## src/rtl/fifo_pkg.sv

```systemverilog
// -----------------------------------------------------------------------------
// fifo_pkg
// Shared sizing constants and types for the 8-deep byte FIFO controller.
//   ADDR_WIDTH : byte-slot address width
//   DEPTH      : number of byte slots (2**ADDR_WIDTH)
//   WR_STRIDE  : byte slots consumed by one 16-bit write (fixed at 2)
//   addr_t     : byte-slot pointer type
//   cnt_t      : occupancy type, one bit wider than a pointer (0..DEPTH)
// -----------------------------------------------------------------------------
package fifo_pkg;

    localparam int ADDR_WIDTH = 3;
    localparam int DEPTH      = 2 ** ADDR_WIDTH;
    localparam int WR_STRIDE  = 2;

    typedef logic [ADDR_WIDTH-1:0] addr_t;
    typedef logic [ADDR_WIDTH:0]   cnt_t;

endpackage

```

## src/rtl/fifo_ctrl.sv

```systemverilog
// -----------------------------------------------------------------------------
// fifo_ctrl
// Pointer and occupancy controller for the byte FIFO register file. Each
// accepted write fills two consecutive byte slots; each accepted read drains
// one byte slot.
// Ports:
//   clk     in  : system clock, rising edge
//   reset   in  : synchronous active-high reset
//   wr      in  : write request (one 16-bit word)
//   rd      in  : read request (one byte)
//   err_clr in  : clears sticky ovf/udf
//   w_en    out : register file write enable (wr & ~full)
//   w_addr  out : write pointer, low byte slot of the word
//   r_addr  out : read pointer
//   full    out : fewer than WR_STRIDE free slots
//   empty   out : no bytes stored
//   count   out : bytes stored, 0..DEPTH
//   ovf     out : sticky, write requested while full
//   udf     out : sticky, read requested while empty
// -----------------------------------------------------------------------------
module fifo_ctrl
    import fifo_pkg::*;
(
    input  logic  clk,
    input  logic  reset,
    input  logic  wr,
    input  logic  rd,
    input  logic  err_clr,
    output logic  w_en,
    output addr_t w_addr,
    output addr_t r_addr,
    output logic  full,
    output logic  empty,
    output cnt_t  count,
    output logic  ovf,
    output logic  udf
);

    // Signed, one bit wider than cnt_t so the +2/-1 arithmetic never wraps.
    typedef logic signed [ADDR_WIDTH+1:0] cnt_ext_t;

    localparam cnt_t FULL_THRESH = cnt_t'(DEPTH - WR_STRIDE);

    addr_t    w_ptr_r;
    addr_t    r_ptr_r;
    cnt_t     cnt_r;
    logic     ovf_r;
    logic     udf_r;

    logic     wa_s;
    logic     ra_s;
    cnt_ext_t cnt_ext_s;
    cnt_t     cnt_next_s;
    logic     ovf_next_s;
    logic     udf_next_s;

    // Status flags and accept terms, all judged on pre-edge occupancy.
    always_comb begin
        empty = (cnt_r == cnt_t'(0));
        full  = (cnt_r > FULL_THRESH);
        wa_s  = wr & ~full;
        ra_s  = rd & ~empty;
    end

    // Occupancy update; a simultaneous accepted write and read nets +1.
    always_comb begin
        cnt_ext_s  = cnt_ext_t'(cnt_r)
                   + (wa_s ? cnt_ext_t'(WR_STRIDE) : cnt_ext_t'(0))
                   - (ra_s ? cnt_ext_t'(1)         : cnt_ext_t'(0));
        cnt_next_s = cnt_t'(cnt_ext_s);
    end

    // Sticky error flags: a new error event beats a same-cycle clear.
    always_comb begin
        if (wr & full) begin
            ovf_next_s = 1'b1;
        end else if (err_clr) begin
            ovf_next_s = 1'b0;
        end else begin
            ovf_next_s = ovf_r;
        end

        if (rd & empty) begin
            udf_next_s = 1'b1;
        end else if (err_clr) begin
            udf_next_s = 1'b0;
        end else begin
            udf_next_s = udf_r;
        end
    end

    // State register: pointers wrap modulo DEPTH by natural truncation.
    // w_ptr only ever moves in steps of two, so it stays even and the upper
    // byte of a word (w_ptr+1) never straddles the wrap.
    always_ff @(posedge clk) begin
        if (reset) begin
            w_ptr_r <= addr_t'(0);
            r_ptr_r <= addr_t'(0);
            cnt_r   <= cnt_t'(0);
            ovf_r   <= 1'b0;
            udf_r   <= 1'b0;
        end else begin
            if (wa_s) begin
                w_ptr_r <= w_ptr_r + addr_t'(WR_STRIDE);
            end
            if (ra_s) begin
                r_ptr_r <= r_ptr_r + addr_t'(1);
            end
            cnt_r <= cnt_next_s;
            ovf_r <= ovf_next_s;
            udf_r <= udf_next_s;
        end
    end

    // Output mapping; w_en stays combinational so the register file writes
    // on the same edge that advances the write pointer.
    always_comb begin
        w_en   = wa_s;
        w_addr = w_ptr_r;
        r_addr = r_ptr_r;
        count  = cnt_r;
        ovf    = ovf_r;
        udf    = udf_r;
    end

endmodule

```

## config.mk

```make
export PLATFORM = sky130hd
export DESIGN_NAME = fifo_ctrl
export DESIGN_NICKNAME = d
export VERILOG_FILES = /design/src/rtl/fifo_pkg.sv /design/src/rtl/fifo_ctrl.sv
export SDC_FILE = /design/constraint.sdc
export NUM_CORES = 1
export LEC_CHECK = 0
export BUFFER_PORTS_ARGS = -buffer_cell sky130_fd_sc_hd__buf_2
export CAP_MARGIN = 10
export CORE_AREA = 2 2 39 41
export DETAILED_ROUTE_END_ITERATION = 6
export DIE_AREA = 0 0 41 43
export GPL_TIMING_DRIVEN = 0
export HOLD_SLACK_MARGIN = 0.05
export PLACE_DENSITY = 0.75
export SLEW_MARGIN = 0
export SYNTH_ARGS = -nofsm -noshare
export SYNTH_HDL_FRONTEND = slang
export SYNTH_SLANG_ARGS = --single-unit
```

## constraint.sdc

```tcl
create_clock -name clk -period 5.85 [get_ports clk]
set_clock_uncertainty 0.2 [all_clocks]
set_input_delay 0.8775 -clock clk [delete_from_list [all_inputs] [get_ports clk]]
set_output_delay 0.8775 -clock clk [all_outputs]
set_load 0.05 [all_outputs]
```

==> results.txt, run 1 <==
- Yosys mapped a number of flops with a built-in enable equal to 0.
- Net count after synthesis: 79
* Most used DFF post-synth: sky130_fd_sc_hd__dfxtp_1
* Final HPWL DP: 882 microns
- Final-stage net count: 102
* Wire length after detailed routing: 1100 microns
* CTS hold repair buffers: 0
- CTS built an H-tree with a depth of 1.
- STA puts the critical path data required time at 4.77 ns.
- Largest family of logic cells by synthesized area: simple AND/OR/NAND/NOR gates
- Setup slack on the critical path of the routed design comes to 3.03 ns.
- Dividing the detail-routed via count by the number of cells gives 4.84.
- The count of final hold-check violations is 0.
- The synthesized design contains 11 register bits.
- Async set-or-reset flop fraction in the synthesized netlist: 0%
- For this run, the total global-route usage over all layers was measured as 15.3%.
- DRT met1 WL: 476 microns
- Library cells used by synthesis: 23
* Drt pass-1 iters: 3
- Buffers added on ports: 18
- Fraction of the cycle the final worst path needs: 48.3%
* Final max-slew violation count: 0
* Antenna violations before repair: 0
- The path class of the tightest hold or removal check is reg -> reg.
- The synthesized netlist devotes 13.9% of its cell area to compound gates.
* Stage delay of the slowest cell on the critical path: 0.34 ns
- Floorplan Core Area: 1380 sq um
- Measured against the total synthesized area, the mux share comes to 0%.
- The synthesized netlist devotes 18.3% of its cell area to simple gates.
- CTS Root Buffer Type: sky130_fd_sc_hd__clkbuf_4
- The analysis attributes to cell leakage a power of 0.363 nW.
- Avg Synthesized Cell Area: 8.57 sq um
- Signal routing reaches up to met4.
* WL met2: 546 microns
* Most frequently used cell type in the post-synthesis netlist: sky130_fd_sc_hd__inv_1
* Layout overhead on the synthesized area: 23.7%
- Final standard cell count with taps included and fillers excluded: 105
- Aggregate negative setup slack: 0 ns
- After detailed routing, the average wire length per cell comes to 10.5 microns.
- Clock tree from TritonCTS: done
- CTS-repair resized insts: 0
* Xor/xnor cell area share of the yosys netlist: 1.53%
- Yosys printed 0 warnings.
* Fill cell count: 148
* Biggest area consumer among synthesized cells: sky130_fd_sc_hd__dfxtp_1
* Vias in the first global route: 432
- Top cell types by occurrence after synthesis: sky130_fd_sc_hd__inv_1, sky130_fd_sc_hd__dfxtp_1, sky130_fd_sc_hd__a21oi_1
- Clock sink count: 11
* Post-Place Worst Slack: 3.04 ns
* Leftover overflow at the end of global routing: 0
- The first global-routing pass estimated 1760 microns of wire.
* Worst path slowest cell: sky130_fd_sc_hd__dfxtp_1
- Maximum achievable frequency: 354 MHz
- Setup slack of the worst register-to-register path: 3.19 ns
- Of all nets on the critical path, the largest fanout is 7.
* Die Wd: 41 microns
* Final routed DRC violation total: 0
- The signal on the critical path passes through inv_1 > ha_1 > and3_1 > clkbuf_2 > nor3_1 > buf_2.
- At the end of routability-driven placement, the weighted congestion stood at 0.694.
- The completed layout was analyzed and its total power is 0.000408 W.
- Clock tree synthesis inserted a total of 3 buffers.
- Antenna violation net count after detailed routing: 0
- In this run the cell area of the synthesized design comes to 574 sq um.
- Fraction of layout cells with a size suffix above 1: 27.0%
- Critical Path Source Type: flop
- The die is 43 microns tall.
- The share of synthesized area in the top cell type comes to 38.3%.
- Setup violations remaining at the end of the flow were counted as 0.
* Synth Area in Adders: 16.6%
* Initial core utilization: 41.5%
- After the first detailed-routing iteration, the DRC count stood at 3.
- The clock passes through at most 2 buffers.
- For this design the ratio of total power to cell area is 574 nW/um^2.
* Clock network latency to the later pin of the worst-skew pair: 0.26 ns
- Result of the run: completed
* Number of cells after detailed placement: 101
- Hold is met by 0.285 ns.
- Top-level port count: 20
- The routed design uses 47 microns of met3 wire.
* Routed vias: 508
- Summing the sequential cell areas from Yosys gives 38.3% of the chip area.
* Die area: 1760 sq um
- The floorplan has 14 rows.
* Number of diodes added for antenna fixing: 0
- Post-synthesis cell count: 67
- Largest net degree at the start of global routing: 11
* VDD IR max: 0.251 mV
- Main area contributors after synthesis: sky130_fd_sc_hd__dfxtp_1, sky130_fd_sc_hd__ha_1, sky130_fd_sc_hd__inv_1, sky130_fd_sc_hd__a21oi_1, sky130_fd_sc_hd__nor2_1
- The worst setup path is of the reg -> out kind.
- STA classifies the critical path endpoint as a primary output.
- Setup repair after global routing left no endpoint under its margin.
- Post-CTS repair timing setup buffer count: 0
* Max-cap viol count: 0
- Shortest period the worst path allows: 2.82 ns
- Data on the critical path arrives at its endpoint at 1.75 ns.
- Clock slew seen by the registers of the worst setup and hold paths: 0.07 ns
==> placed cells by master, fill, tap and decap left out, types with 2 or more instances in the layout <==
master	n
sky130_fd_sc_hd__clkbuf_4	3
sky130_fd_sc_hd__o21ai_0	3
sky130_fd_sc_hd__ha_1	6
sky130_fd_sc_hd__nor2_1	6
sky130_fd_sc_hd__clkbuf_1	2
sky130_fd_sc_hd__or4_1	3
sky130_fd_sc_hd__buf_2	18
sky130_fd_sc_hd__o31ai_1	3
sky130_fd_sc_hd__nor2b_1	2
sky130_fd_sc_hd__inv_1	12
sky130_fd_sc_hd__dfxtp_1	11
sky130_fd_sc_hd__a21oi_1	7
==> registers in the layout (all words and copies together) (netlist names) <==
signal  cells
count       4
r_addr      3
w_addr      2
ovf         1
udf         1
==> metrics by stage <==
step / cell area [sq um] / utilization, %
2_1_floorplan: 574 / -
4_1_cts: 711 / 51.4
3_5_place_dp: 684 / 49.5
6_report: 711 / 51.4
3_3_place_gp: 684 / 49.5
5_1_grt: 711 / 51.4
==> per-layer routing <==
metal	track usage (%)	vias to the layer above
li1	-	264
met2	25.0	14
met1	15.4	226
met5	0	-
met3	4.71	4
met4	10.0	0
==> power by group <==
part	total [W]	internal [W]	switching, W
logic	0.000242	0.0000710	0.000171
registers	0.000113	0.0000957	0.0000176
clock network	0.0000523	0.0000264	0.0000259
total	0.000408	0.000193	0.000215
==> path summary, 6_finish.rpt <==
kind / startpoint / endpoint / depth (start not counted)
min reg2reg: ovf / ovf / 2
max: count[3] / w_en / 6
max reg2reg: count[3] / count[3] / 13
min: ovf / ovf / 2
==> worst max-delay path, delay by kind of cell, from the launching register on <==
family,cells,cell delay (ns)
adders and majority gates,1,0.18
buffers and inverters,3,0.52
DFF,1,0.34
and+or+nand+nor,2,0.43
==> kinds of logic after synthesis <==
group           count (synthesis)
simple gates                   18
buf+inv                        15
compound gates                 14
flops                          11
fa+ha+maj                       7
xor+xnor                        1
other cells                     1
==> cell type report <==
cell class	instances	area [sq um]	area share, %
multi-input cells	41	293	41.2
flip-flops and latches	11	220	31.0
repair buffers	18	90.1	12.7
inverters	12	45.0	6.34
clock buffers	4	26.3	3.70
well taps	16	20.0	2.82
plain buffers	3	16.3	2.29
(Power assumes the default switching activity.)
==> inputs of run 2 (changes only) <==
--- a/config.mk
+++ b/config.mk
@@ -7,12 +7,12 @@
 export LEC_CHECK = 0
 export BUFFER_PORTS_ARGS = -buffer_cell sky130_fd_sc_hd__buf_2
 export CAP_MARGIN = 10
-export CORE_AREA = 2 2 39 41
+export CORE_MARGIN = 2
+export CORE_UTILIZATION = 42
 export DETAILED_ROUTE_END_ITERATION = 6
-export DIE_AREA = 0 0 41 43
 export GPL_TIMING_DRIVEN = 0
 export HOLD_SLACK_MARGIN = 0.05
-export PLACE_DENSITY = 0.75
+export PLACE_DENSITY = 0.77
 export SLEW_MARGIN = 0
 export SYNTH_ARGS = -nofsm -noshare
 export SYNTH_HDL_FRONTEND = slang
==> constraint.sdc (replaced) <==
create_clock -name clk -period 2.5 [get_ports clk]
set_clock_uncertainty 0.2 [all_clocks]
set_input_delay 0.375 -clock clk [delete_from_list [all_inputs] [get_ports clk]]
set_output_delay 0.375 -clock clk [all_outputs]
set_load 0.05 [all_outputs]
==> results.txt, run 2 (synthesis gave the netlist of run 1 again) <==
* Leakage component of the power: 0.380 nW
- Final max-slew violation count: 0
- Clock sink count: 11
- The floorplan step set the die width to 41.0 microns.
* Post-Place Worst Slack: 0.0266 ns
- Result of the run: completed
- The initial utilization of the core area, before any placement, comes to 44.7%.
- Final routed DRC violation total: 0
- Layout overhead on the synthesized area: 36.4%
- Max-cap viol count: 0
- The worst setup path is launched from a flop.
- In the finished design, the share of the clock period the worst path needs comes to 94.5%.
- Entering global routing, the biggest net connects 11 pins.
- Drt pass-1 iters: 4
- Wire length after detailed routing: 1160 microns
- Clock latency on the worst-skew pair, taken at its later pin, is 0.26 ns.
- Among the stages of the critical path, the cell type that occurs most often is sky130_fd_sc_hd__inv_1.
- Final standard cell count with taps included and fillers excluded: 107
- The register with the most flip-flops in the layout has 4 of them.
- Floorplan Core Area: 1280 sq um
- CTS Root Buffer Type: sky130_fd_sc_hd__clkbuf_4
* Element type at the critical path end: flop
- TritonCTS buffer count: 3
- For this run, the share of the core covered by cells in the final layout is 61.0%.
- Port buffering added 18 buffers.
- Summing all placed instances gives a cell area of 728 sq um.
- Stage delay of the slowest cell on the critical path: 0.51 ns
* Worst endpoint data arrival time: 2.31 ns
- The first global-routing pass estimated 1850 microns of wire.
- Routed vias: 537
* Clock slew seen by the registers of the worst setup and hold paths: 0.07 ns
* Shortest period the worst path allows: 2.36 ns
- Clock tree from TritonCTS: done
- Global routing finished with a remaining overflow of 0.
- Final design instance area without fill: 783 sq um
* Number of diodes added for antenna fixing: 0
- Routed WL per cell: 10.9 microns
* Number of cells after detailed placement: 100
* Maximum achievable frequency: 423 MHz
- In this run the worst hold path is classified as in -> reg.
- Die area: 1680 sq um
- Antenna violation net count after detailed routing: 0
- Num rows: 13
- Aggregate negative setup slack: 0 ns
- Setup slack after layout: 0.137 ns
* Highest-count cells in the layout ignoring fill and taps: sky130_fd_sc_hd__buf_2, sky130_fd_sc_hd__inv_1, sky130_fd_sc_hd__dfxtp_1, sky130_fd_sc_hd__a21oi_1, sky130_fd_sc_hd__nor2_1
* Y dimension of the die: 41.0 microns
- The critical path goes through inv_2 > ha_4 > and3_4 > nor3_4 > inv_1 > ha_1 > inv_1 > ha_2 > inv_1 > fa_2 > nor2_1.
- Maximum number of buffers from clock root to sink: 2
- Crit-path max FO: 4
- Max H-tree Level: 1
- The post-route netlist has 39.1% of its cells at a drive strength greater than 1.
* Number of violations reported at the end of detailed-routing iteration 0: 7
- Top-level port count: 20
- Power spread over the standard cell area amounts to 1300 nW/um^2.
* Final HPWL DP: 835 microns
- Routability cong.: 0.729
* Global-route usage over all layers: 17.1%
- The number of global-route vias before repair was 441.
- The count of final hold-check violations is 0.
* Most frequent standard cell in the layout excluding fill and tap cells: sky130_fd_sc_hd__buf_2
- The slowest stage of the critical path belongs to the cell sky130_fd_sc_hd__fa_2.
* Via density per instance: 5.02
- Count of final setup violators: 0
- Antenna violations before repair: 0
* Data required time of the critical path: 2.44 ns
- Final-stage net count: 105
- The critical path is of the reg -> reg type.
* CTS hold repair buffers: 0
* VDD IR max: 0.615 mV
-- run 2: layer usage --
metal | global-route usage [%] | share of wire [%]
met1 | 21.3 | 46
met2 | 28.1 | 47
met3 | 3.26 | 5.8
met4 | 7.50 | 0.86
met5 | 0 | 0
-- run 2: area by class of cell --
type                    count  area (sq um)
inverters                  12          45.0
repair buffers             22           120
flip-flops and latches     11           225
plain buffers               2          11.3
multi-input cells          41           337
fillers                   107           502
clock buffers               4          26.3
well taps                  15          18.8
-- run 2: per-stage QoR --
step,hold WS (ns),power (W)
2_1_floorplan,0.247,0.000758
3_3_place_gp,0.256,0.000859
3_5_place_dp,0.270,0.000872
4_1_cts,0.0703,0.000997
5_1_grt,0.0786,0.00111
6_report,0.0745,0.00102
-- run 2: worst paths after layout --
path / start / to / slack, ns / depth (start not counted)
worst min register to register: ovf / ovf / 0.28 / 2
worst min-delay path: reset / count[1] / 0.07 / 2
worst max-delay path: count[3] / count[2] / 0.14 / 11
worst max register to register: count[3] / count[2] / 0.14 / 11
-- run 2: worst max-delay path, delay by kind of cell, from the launching register on --
kind	cells	cell delay, ns
fa+ha+maj	4	1.07
buf+inv	4	0.22
flops	1	0.35
simple gates	3	0.40
-- run 2: repair_timing --
action,in CTS,in global routing
setup buffers,0,4
gates resized for setup,0,3
hold endpoints to repair,0,0
endpoints found under the setup margin,0,2
-- run 2: where the power goes --
part	total (W)	switching, W	internal, W
sequential	0.000284	0.0000548	0.000229
combinational	0.000615	0.000415	0.000200
clock	0.000123	0.0000609	0.0000617
